<file path="src/rtl/fuzzy_pkg.sv">
// Q-format constants and FSM encoding shared
// by the fuzzy PI datapath blocks.
package fuzzy_pkg;

  localparam int Q_N  = 16;
  localparam int Q_KN = 4;
  localparam int Q_SH = Q_N - Q_KN;

  localparam int S_IDLE = 0;
  localparam int S_MUL  = 1;
  localparam int S_ACC  = 2;
  localparam int S_SAT  = 3;

  typedef enum logic [3:0] {
    IDLE = 4'b0001,
    MUL  = 4'b0010,
    ACC  = 4'b0100,
    SAT  = 4'b1000
  } pi_state_t;

endpackage

</file>
<file path="src/rtl/fuzzy_pi_accumulator_if.sv">
// Increment/result bundle between the fuzzy
// regulator and the PI accumulator.
interface fuzzy_pi_accumulator_if
  import fuzzy_pkg::*;
#(
  parameter int N = Q_N
);

  logic         du_valid;
  logic [N-1:0] du;
  logic [N-1:0] k_gain;
  logic [N-1:0] u_max;
  logic [N-1:0] u_min;
  logic         clear;
  logic [N-1:0] u_init;
  logic         hold;
  logic [N-1:0] u;
  logic         u_valid;
  logic         busy;
  logic         sat_hi;
  logic         sat_lo;
  logic         overrun;
  logic         cfg_err;

  modport master (
    output du_valid, du, k_gain,
    output u_max, u_min,
    output clear, u_init, hold,
    input  u, u_valid, busy,
    input  sat_hi, sat_lo,
    input  overrun, cfg_err
  );

  modport slave (
    input  du_valid, du, k_gain,
    input  u_max, u_min,
    input  clear, u_init, hold,
    output u, u_valid, busy,
    output sat_hi, sat_lo,
    output overrun, cfg_err
  );

endinterface

</file>
<file path="src/rtl/serial_mult_signed.sv">
// Serial shift-add signed multiplier, one
// multiplier bit per cycle, N cycles per product.
module serial_mult_signed #(
  parameter int N = 16
) (
  input  logic           clk,
  input  logic           rst,
  input  logic           start,
  input  logic           abort,
  input  logic [N-1:0]   a,
  input  logic [N-1:0]   b,
  output logic [2*N-1:0] product,
  output logic           rdy,
  output logic           done
);

  localparam int CW = $clog2(N);

  logic [2*N-1:0] mcand;
  logic [2*N-1:0] acc;
  logic [2*N-1:0] addend;
  logic [N-1:0]   mplier;
  logic [CW-1:0]  cnt;
  logic           run;
  logic           last;

  assign last    = (cnt == CW'(N - 1));
  assign done    = run & last;
  assign rdy     = ~run;
  assign product = acc;
  assign addend  = mplier[0] ? mcand : '0;

  // The sign bit of b carries weight -2^(N-1),
  // so the final step subtracts instead.
  always_ff @(posedge clk) begin
    if (!rst) begin
      mcand  <= '0;
      acc    <= '0;
      mplier <= '0;
      cnt    <= '0;
      run    <= 1'b0;
    end else if (abort) begin
      cnt <= '0;
      run <= 1'b0;
    end else if (start) begin
      mcand  <= {{N{a[N-1]}}, a};
      mplier <= b;
      acc    <= '0;
      cnt    <= '0;
      run    <= 1'b1;
    end else if (run) begin
      acc    <= last ? acc - addend
                     : acc + addend;
      mcand  <= mcand << 1;
      mplier <= mplier >> 1;
      cnt    <= cnt + 1'b1;
      if (last) run <= 1'b0;
    end
  end

endmodule

</file>
<file path="src/rtl/fuzzy_pi_accumulator.sv">
// Integrating output stage of the fuzzy PI:
// u += (du * k_gain) scaled, then clamped.
module fuzzy_pi_accumulator
  import fuzzy_pkg::*;
#(
  parameter int N  = Q_N,
  parameter int KN = Q_KN
) (
  input logic clk,
  input logic rst,
  fuzzy_pi_accumulator_if.slave bus
);

  localparam int SH = N - KN;
  localparam int W  = N + KN + 1;

  pi_state_t state;
  pi_state_t state_nx;

  logic           accept;
  logic           mult_rdy;
  logic           mult_done;
  logic [2*N-1:0] prod;
  logic [N-1:0]   umax_r;
  logic [N-1:0]   umin_r;

  logic signed [W-1:0] inc;
  logic signed [W-1:0] u_x;
  logic signed [W-1:0] sum_nx;
  logic signed [W-1:0] sum_r;
  logic signed [W-1:0] umax_x;
  logic signed [W-1:0] umin_x;

  assign accept = state[S_IDLE] & mult_rdy
                & bus.du_valid & ~bus.clear;
  assign bus.busy = ~state[S_IDLE];

  assign inc    = W'($signed(prod) >>> SH);
  assign u_x    = W'($signed(bus.u));
  assign umax_x = W'($signed(umax_r));
  assign umin_x = W'($signed(umin_r));
  assign sum_nx = bus.hold ? u_x : u_x + inc;

  serial_mult_signed #(.N(N)) u_mult (
    .clk     (clk),
    .rst     (rst),
    .start   (accept),
    .abort   (bus.clear),
    .a       (bus.du),
    .b       (bus.k_gain),
    .product (prod),
    .rdy     (mult_rdy),
    .done    (mult_done)
  );

  always_ff @(posedge clk) begin
    if (!rst) state <= IDLE;
    else      state <= state_nx;
  end

  always_comb begin
    state_nx = state;
    if (bus.clear) begin
      state_nx = IDLE;
    end else begin
      unique case (1'b1)
        state[S_IDLE]: if (accept) state_nx = MUL;
        state[S_MUL]:  if (mult_done) state_nx = ACC;
        state[S_ACC]:  state_nx = SAT;
        state[S_SAT]:  state_nx = IDLE;
        default:       state_nx = IDLE;
      endcase
    end
  end

  always_ff @(posedge clk) begin
    if (!rst) begin
      bus.u       <= '0;
      bus.u_valid <= 1'b0;
      bus.sat_hi  <= 1'b0;
      bus.sat_lo  <= 1'b0;
      bus.overrun <= 1'b0;
      bus.cfg_err <= 1'b0;
      umax_r      <= '0;
      umin_r      <= '0;
      sum_r       <= '0;
    end else if (bus.clear) begin
      bus.u       <= bus.u_init;
      bus.u_valid <= 1'b0;
      bus.sat_hi  <= 1'b0;
      bus.sat_lo  <= 1'b0;
      bus.overrun <= 1'b0;
      bus.cfg_err <= 1'b0;
    end else begin
      bus.u_valid <= 1'b0;
      if (bus.du_valid && !state[S_IDLE])
        bus.overrun <= 1'b1;
      if (accept) begin
        umax_r <= bus.u_max;
        umin_r <= bus.u_min;
      end
      if (state[S_ACC]) sum_r <= sum_nx;
      // Inverted limits fall back to u_min.
      if (state[S_SAT]) begin
        bus.u_valid <= 1'b1;
        bus.cfg_err <= 1'b0;
        bus.sat_hi  <= 1'b0;
        bus.sat_lo  <= 1'b0;
        if (umin_x > umax_x) begin
          bus.u       <= umin_r;
          bus.sat_lo  <= 1'b1;
          bus.cfg_err <= 1'b1;
        end else if (sum_r > umax_x) begin
          bus.u      <= umax_r;
          bus.sat_hi <= 1'b1;
        end else if (sum_r < umin_x) begin
          bus.u      <= umin_r;
          bus.sat_lo <= 1'b1;
        end else begin
          bus.u <= sum_r[N-1:0];
        end
      end
    end
  end

endmodule

</file>
<file path="src/flat_wrapper.sv">
// flat-port wrapper written by rule: the top's interface ports become plain ports
module fuzzy_pi_accumulator_flat import fuzzy_pkg::*;
#(
  parameter int N  = Q_N,
  parameter int KN = Q_KN
)
  (clk, rst, bus_du_valid, bus_du, bus_k_gain, bus_u_max, bus_u_min, bus_clear, bus_u_init, bus_hold, bus_u, bus_u_valid, bus_busy, bus_sat_hi, bus_sat_lo, bus_overrun, bus_cfg_err);
  fuzzy_pi_accumulator_if #(.N(N)) bus_i ();
  input logic clk;
  input logic rst;
  input wire logic [$bits(bus_i.du_valid)-1:0] bus_du_valid;
  input wire logic [$bits(bus_i.du)-1:0] bus_du;
  input wire logic [$bits(bus_i.k_gain)-1:0] bus_k_gain;
  input wire logic [$bits(bus_i.u_max)-1:0] bus_u_max;
  input wire logic [$bits(bus_i.u_min)-1:0] bus_u_min;
  input wire logic [$bits(bus_i.clear)-1:0] bus_clear;
  input wire logic [$bits(bus_i.u_init)-1:0] bus_u_init;
  input wire logic [$bits(bus_i.hold)-1:0] bus_hold;
  output wire logic [$bits(bus_i.u)-1:0] bus_u;
  output wire logic [$bits(bus_i.u_valid)-1:0] bus_u_valid;
  output wire logic [$bits(bus_i.busy)-1:0] bus_busy;
  output wire logic [$bits(bus_i.sat_hi)-1:0] bus_sat_hi;
  output wire logic [$bits(bus_i.sat_lo)-1:0] bus_sat_lo;
  output wire logic [$bits(bus_i.overrun)-1:0] bus_overrun;
  output wire logic [$bits(bus_i.cfg_err)-1:0] bus_cfg_err;
  assign bus_i.du_valid = bus_du_valid;
  assign bus_i.du = bus_du;
  assign bus_i.k_gain = bus_k_gain;
  assign bus_i.u_max = bus_u_max;
  assign bus_i.u_min = bus_u_min;
  assign bus_i.clear = bus_clear;
  assign bus_i.u_init = bus_u_init;
  assign bus_i.hold = bus_hold;
  assign bus_u = bus_i.u;
  assign bus_u_valid = bus_i.u_valid;
  assign bus_busy = bus_i.busy;
  assign bus_sat_hi = bus_i.sat_hi;
  assign bus_sat_lo = bus_i.sat_lo;
  assign bus_overrun = bus_i.overrun;
  assign bus_cfg_err = bus_i.cfg_err;
  fuzzy_pi_accumulator #(.N(N), .KN(KN)) u_core (.clk(clk), .rst(rst), .bus(bus_i));
endmodule
</file>
<file path="config.mk">
export PLATFORM = sky130hd
export DESIGN_NAME = fuzzy_pi_accumulator_flat
export DESIGN_NICKNAME = d
export VERILOG_FILES = /design/src/rtl/fuzzy_pkg.sv /design/src/rtl/fuzzy_pi_accumulator_if.sv /design/src/rtl/serial_mult_signed.sv /design/src/rtl/fuzzy_pi_accumulator.sv /design/src/flat_wrapper.sv
export SDC_FILE = /design/constraint.sdc
export NUM_CORES = 1
export LEC_CHECK = 0
export BUFFER_PORTS_ARGS = -buffer_cell sky130_fd_sc_hd__buf_2
export CORE_AREA = 2 2 138 140
export CTS_CLUSTER_SIZE = 25
export DETAILED_ROUTE_END_ITERATION = 8
export DIE_AREA = 0 0 140 142
export GPL_TIMING_DRIVEN = 0
export PLACE_DENSITY = 0.93
export REMOVE_ABC_BUFFERS = 1
export SLEW_MARGIN = 20
export SYNTH_ARGS = -nofsm -noshare
export SYNTH_HDL_FRONTEND = slang
export SYNTH_SLANG_ARGS = --single-unit
</file>
<file path="constraint.sdc">
create_clock -name clk -period 5.3 [get_ports clk]
set_input_delay 1.06 -clock clk [delete_from_list [all_inputs] [get_ports clk]]
set_output_delay 1.06 -clock clk [all_outputs]
set_load 0.02 [all_outputs]
</file>
==> flow_metrics.env, run 1 <==
export IMPL_path_clk_slew_ns=0.08
export IMPL_synthDistinctLibCells=73
export IMPL_crit_type="register to register"
export IMPL_cts_inserted_buffers=17
export IMPL_synth_flop_cell="dfxtp_1"
export IMPL_vias_per_cell=6.37
export IMPL_p_leak_nw=5.12
export IMPL_ir_worst_vdd_uv=314
export IMPL_final_max_slew_violation_count=0
export IMPL_synth_edff_count=0
export IMPL_dp_hpwl_microns=20300
export IMPL_period_share_pct=94.6
export IMPL_grt_max_degree=69
export IMPL_crit_family="simple AND/OR/NAND/NOR gates"
export IMPL_place_congestion=0.922
export IMPL_placed_cell_area_sq_um=11800
export IMPL_syn_inst=1434
export IMPL_first_pass_iters=8
export IMPL_path_buf_inv=0
export IMPL_synthTopCellsByCount="nand2_1 (220), dfxtp_1 (163), a21oi_1 (136), nor2_1 (131), ha_1 (110)"
export IMPL_cp_required_ns=5.60
export IMPL_timing_slew_headroom_pct=24.9
export IMPL_antenna_found_initial=0
export IMPL_placementRows=50
export IMPL_max_stage_delay_ns=0.41
export IMPL_grt_total_usage_pct=29.6
export IMPL_design_area_sq_um=12400
export IMPL_fill_cells=1355
export IMPL_tightest_slew_ns=1.10
export IMPL_critPathMaxFanout=7
export IMPL_swShare_pct=37.9
export IMPL_yosysTopAreaCell="dfxtp_1"
export IMPL_die_x_microns=140
export IMPL_chipHeight_microns=142
export IMPL_routed_wl_microns=29500
export IMPL_fin_nets=1683
export IMPL_syn_avg_cell_area_sq_um=7.74
export IMPL_io_pins=107
export IMPL_cp_end_kind="register"
export IMPL_p_per_area_nw_per_um2=355
export IMPL_power_share_sequential_pct=32.4
export IMPL_drt_iter0_drc=1143
export IMPL_violations="DRC"
export IMPL_dp_cells=1701
export IMPL_wl_per_cell_microns=17.0
export IMPL_crit_path_start_kind="register"
export IMPL_path_cells="nor4_2 > nand2_1 > or3_1 > a21oi_2 > and2_1 > nor2_1 > or2_4 > o211ai_1 > ha_1 > and4_1 > and3_1 > o2111ai_1 > nand3_1 > a221o_1 > a221o_1 > a221oi_1 > xor2_1 > o21ai_0"
export IMPL_coreArea_sq_um=18500
export IMPL_yosys_warnings=0
export IMPL_netlist_top_cells_area="dfxtp_1 (29%), ha_1 (12%), nand2_1 (7.4%), a21oi_1 (6.1%), nor2_1 (4.4%)"
export IMPL_antenna_left=0
export IMPL_power_share_clock_pct=28.2
export IMPL_cts_tree="built"
export IMPL_numPortBuffers=106
export IMPL_clk_insertion_delay_late_ns=0.44
export IMPL_place_ws_ns=0.150
export IMPL_rsz0062_at_grt="no"
export IMPL_grt_overflow_total=0
export IMPL_start_util_pct=60.1
export IMPL_htree_num_levels=4
export IMPL_finClkSkew_ns=0.0188
export IMPL_fin_crit_ns=5.01
export IMPL_diodes=0
export IMPL_fin_ws_ns=0.285
export IMPL_die_area_sq_um=19900
export IMPL_power_mw=4.39
export IMPL_arrival_ns=5.31
export IMPL_status="finished with violations"
export IMPL_clockBufferDepth=2
export IMPL_switchingPower_mw=1.66
export IMPL_ys_ff_latch=163
export IMPL_hold_class="register to register"
export IMPL_post_cts_setup_buffers=0
export IMPL_fin_util_pct=67.0
export IMPL_grt_pass1_wl_microns=48800
export IMPL_yosysMostFrequentCell="nand2_1"
export IMPL_setup_violations=0
export IMPL_ys_seq_area_share_pct=29.4
export IMPL_hold_ws_ns=0.458
export IMPL_max_freq_ghz=0.199
export IMPL_drv_cap=0
export IMPL_grt_pass1_vias=10600
export IMPL_comb_power_share_pct=39.4
export IMPL_cp_slowest_cell="nor4_2"
export IMPL_synth_top_area_share_pct=29.4
export IMPL_drive_above_1_share_pct=12.5
export IMPL_clock_sink_count=163
export IMPL_timing_hold_violations_final=0
export IMPL_syn_area_sq_um=11100
export IMPL_fin_setup_tns_ns=0
export IMPL_clock_root_buffer="clkbuf_16"
export IMPL_intPower_mw=2.73
export IMPL_drc=4
export IMPL_syn_to_final_growth_pct=11.3
export IMPL_async_flop_share_pct=0
export IMPL_vias=11000
export IMPL_worst_path_most_repeated_cell="a221o_1"
export IMPL_final_cells=1733
==> power groups by stage <==
stage	clock [mW]	sequential [mW]	combinational (mW)
final	1.24	1.42	1.73
after global routing	1.30	1.43	1.92
after CTS	1.24	1.42	1.70
after detailed placement	0	1.45	1.65
after global placement	0	1.44	1.59
after floorplan	0	1.42	1.30
==> layer usage <==
layer	track usage, %	part of all wire (%)	vias up
li1	-	-	5299
met1	37.1	42	5135
met2	50.2	47	498
met3	6.46	8.4	104
met4	11.3	3.1	0
met5	0	0	-
==> worst min-delay path, cell delays in order (launching register included) <==
cell,delay (ns)
dfxtp_1,0.31
nand2_1,0.05
a21oi_1,0.05
==> final timing paths <==
check,startpoint,to,slack (ns),cells past startpoint
worst max-delay path,u_core.u_mult.mcand[5],u_core.u_mult.product[30],0.29,18
worst min-delay path,u_core.u_mult.product[2],u_core.u_mult.product[2],0.46,2
worst max register to register,u_core.u_mult.mcand[5],u_core.u_mult.product[30],0.29,18
worst min register to register,u_core.u_mult.product[2],u_core.u_mult.product[2],0.46,2
==> sequential cells by signal, summed over array words and instances (netlist names) <==
register	flops
u_core.bus.cfg_err	1
u_core.bus.overrun	1
u_core.bus.sat_hi	1
u_core.bus.sat_lo	1
u_core.bus.u	16
u_core.bus.u_valid	1
u_core.state	4
u_core.sum_r	21
u_core.u_mult.cnt	4
u_core.u_mult.mcand	32
u_core.u_mult.mplier	16
u_core.u_mult.product	32
u_core.u_mult.run	1
u_core.umax_r	16
u_core.umin_r	16
==> layout by cell type (no fill, tap or decap), types with 12 or more instances in the layout <==
master,n
clkbuf_16,17
a211oi_1,14
xor2_1,32
a311oi_1,30
ha_1,110
a21oi_1,136
nand4_1,15
a221oi_1,18
nand3_1,23
mux2_2,17
dfxtp_1,162
nor2_1,128
buf_2,106
o22ai_1,17
a21o_1,21
nand2b_1,18
o21ai_0,93
o21a_1,12
nand2_1,220
nor3_1,16
xnor2_1,29
a22oi_1,16
inv_1,48
nor3b_1,18
o211ai_1,17
==> what timing repair did <==
item,4_1_cts,5_1_grt
setup endpoints to repair,0,7
hold buffers,0,0
resized for setup,0,3
==> final cells by class <==
type                       instances  area (sq um)  share of cell area [%]
inverter                          49           189                    1.53
clock buffer                      18           439                    3.55
tap                              234           293                    2.37
sequential                       163          3270                    26.4
timing repair buffer             114           638                    5.16
multi-input combinational       1141          7390                    59.8
clock inverter                    14           140                    1.13
==> cells by family after synthesis <==
| logic type | share of synthesized area (%) |
|---|---|
| adders and majority gates | 12.8 |
| buffers and inverters | 4.43 |
| and+or+nand+nor | 20.3 |
| muxes | 2.57 |
| AOI/OAI and AO/OA | 25.7 |
| xor gates and xnor gates | 4.81 |
| DFF | 29.4 |
Note: power is estimated with default switching activity, not from simulation.
==> inputs of run 2 (changes only) <==
Settings changed: PLACE_DENSITY 0.93 to default, PLACE_DENSITY_LB_ADDON from default to 0.25.
==> run 2 against run 1 <==
The run still ends with DRC left; sequential cell count unchanged; die area is the same; sequential power barely moved; clock power about the same; design area increased by 0.31%; total power is essentially flat; register-to-register slack better by 0.06 ns; clock skew fell by 0.011 ns; non-clock buffer count rose by 1; largest cell class unchanged.
==> flow_metrics.env, run 2 (synthesis results as in run 1) <==
export IMPL_status="finished with violations"
export IMPL_violations="DRC"
export IMPL_wl_per_cell_microns=16.3
export IMPL_grt_pass1_wl_microns=47500
export IMPL_vias=10700
export IMPL_dr_wl_met2_microns=13400
export IMPL_rsz0062_at_grt="no"
export IMPL_cp_end_kind="register"
export IMPL_clock_root_buffer="clkbuf_16"
export IMPL_clockBufferDepth=2
export IMPL_crit_type="register to register"
export IMPL_syn_to_final_growth_pct=11.7
export IMPL_switchingPower_mw=1.60
export IMPL_cp_slowest_cell="dfxtp_1"
export IMPL_cp_required_ns=5.60
export IMPL_antenna_found_initial=0
export IMPL_layout_commonest_cell="nand2_1"
export IMPL_final_cells=1734
export IMPL_drive_above_1_share_pct=12.5
export IMPL_dp_cells=1702
export IMPL_crit_path_start_kind="register"
export IMPL_antenna_left=0
export IMPL_p_leak_nw=5.13
export IMPL_vias_per_cell=6.17
export IMPL_design_area_sq_um=12400
export IMPL_grt_total_usage_pct=28.6
export IMPL_ir_worst_vdd_uv=301
export IMPL_fin_util_pct=67.2
export IMPL_postCtsHoldBufs=0
export IMPL_m1WireLength_microns=13000
export IMPL_intPower_mw=2.79
export IMPL_place_congestion=0.918
export IMPL_path_clk_slew_ns=0.07
export IMPL_die_x_microns=140
export IMPL_fin_nets=1684
export IMPL_first_pass_iters=9
export IMPL_fill_cells=1554
export IMPL_drc=6
export IMPL_io_pins=107
export IMPL_timing_hold_violations_final=0
export IMPL_worst_path_most_repeated_cell="a221o_1"
export IMPL_clk_insertion_delay_late_ns=0.44
export IMPL_comb_power_share_pct=38.8
export IMPL_timing_slew_headroom_pct=34.8
export IMPL_path_buf_inv=0
export IMPL_coreArea_sq_um=18500
export IMPL_period_share_pct=93.4
export IMPL_drv_cap=0
export IMPL_swShare_pct=36.4
export IMPL_diodes=0
export IMPL_cts_inserted_buffers=17
export IMPL_path_cells="nor4_4 > nand2_1 > or3_1 > a21oi_2 > and2_1 > nor2_1 > or2_4 > o211ai_1 > ha_1 > and4_1 > and3_1 > o2111ai_1 > nand3_1 > a221o_1 > a221o_1 > a221oi_2 > xor2_1 > o21ai_0"
export IMPL_fin_setup_tns_ns=0
export IMPL_top_layer_used="met4"
export IMPL_cts_tree="built"
export IMPL_start_util_pct=60.1
export IMPL_crit_family="simple AND/OR/NAND/NOR gates"
export IMPL_final_max_slew_violation_count=0
export IMPL_hold_class="register to register"
export IMPL_setup_violations=0
export IMPL_grt_pass1_vias=9995
export IMPL_tightest_slew_ns=0.977
export IMPL_power_share_sequential_pct=32.3
export IMPL_fin_crit_ns=4.95
export IMPL_finClkSkew_ns=0.00780
export IMPL_grt_max_degree=94
export IMPL_multi_input_area_sq_um=7410
export IMPL_max_freq_ghz=0.202
export IMPL_final_cell_mix="nand2_1 (220), dfxtp_1 (162), a21oi_1 (136), nor2_1 (128), ha_1 (110)"
export IMPL_placed_cell_area_sq_um=11800
export IMPL_drt_iter0_drc=839
export IMPL_arrival_ns=5.25
export IMPL_die_area_sq_um=19900
export IMPL_p_per_area_nw_per_um2=354
export IMPL_chipHeight_microns=142
export IMPL_placementRows=50
export IMPL_power_share_clock_pct=28.9
export IMPL_dp_hpwl_microns=20200
export IMPL_critPathMaxFanout=7
export IMPL_regArea_sq_um=3260
export IMPL_numPortBuffers=106
export IMPL_wl_met3_microns=1480
export IMPL_htree_num_levels=4
export IMPL_post_cts_setup_buffers=0
export IMPL_grt_overflow_total=0
export IMPL_routed_wl_microns=28200
export IMPL_max_stage_delay_ns=0.40
export IMPL_clock_sink_count=163
==> run 2: changes by cell type in the layout (fill, tap and decap cells not counted), sizes merged <==
cell | before | now
inv | 56 | 51
clkbuf | 18 | 22
clkinv | 5 | 3
clkinvlp | 1 | 3
buf | 114 | 115
bufinv | 1 | 2
==> run 2: power by group through the flow <==
stage	registers [mW]	logic (mW)	clock network [mW]
4_1_cts	1.42	1.67	1.27
2_1_floorplan	1.42	1.30	0
3_3_place_gp	1.45	1.60	0
5_1_grt	1.43	1.90	1.32
3_5_place_dp	1.44	1.65	0
6_report	1.42	1.70	1.27
==> run 2: repair_timing <==
action | 4_1_cts | 5_1_grt
gates resized for setup | 0 | 4
hold endpoints to repair | 0 | 0
endpoints found under the setup margin | 0 | 5
==> run 2: routing by layer <==
layer,GRT usage [%],vias up
met4,6.86,0
met2,48.2,310
met3,4.98,33
met1,38.3,5047
met5,0,-
li1,-,5313
==> run 2: metrics by stage <==
stage / power (mW) / hold WS [ns] / worst slack [ns]
floorplan: 2.72 / 0.420 / -1.72
global placement: 3.05 / 0.426 / -6.31
detailed placement: 3.09 / 0.450 / 0.0659
CTS: 4.36 / 0.457 / 0.0178
global route: 4.65 / 0.487 / 0.0414
finish: 4.39 / 0.466 / 0.349
==> run 2: worst min-delay path: cells and delay by family, from the launching register on <==
kind,cells,cell delay (ns)
flip-flops,1,0.31
AND/OR/NAND/NOR,1,0.06
AO/OA/AOI/OAI,1,0.05
==> run 2: layout make-up <==
cell class | count | area share [%]
clock buffers | 22 | 3.83
clock inverters | 10 | 0.989
inverters | 49 | 1.52
multi-input cells | 1141 | 59.7
flip-flops and latches | 163 | 26.3
well taps | 234 | 2.36
repair buffers | 115 | 5.22
==> run 2: path summary, 6_finish.rpt <==
check / startpoint / end / slack (ns) / cells after the start
setup / recovery: u_core.u_mult.mcand[5] / u_core.u_mult.product[30] / 0.35 / 18
hold / removal: u_core.u_mult.product[2] / u_core.u_mult.product[2] / 0.47 / 2
setup reg to reg: u_core.u_mult.mcand[5] / u_core.u_mult.product[30] / 0.35 / 18
hold reg to reg: u_core.u_mult.product[2] / u_core.u_mult.product[2] / 0.47 / 2
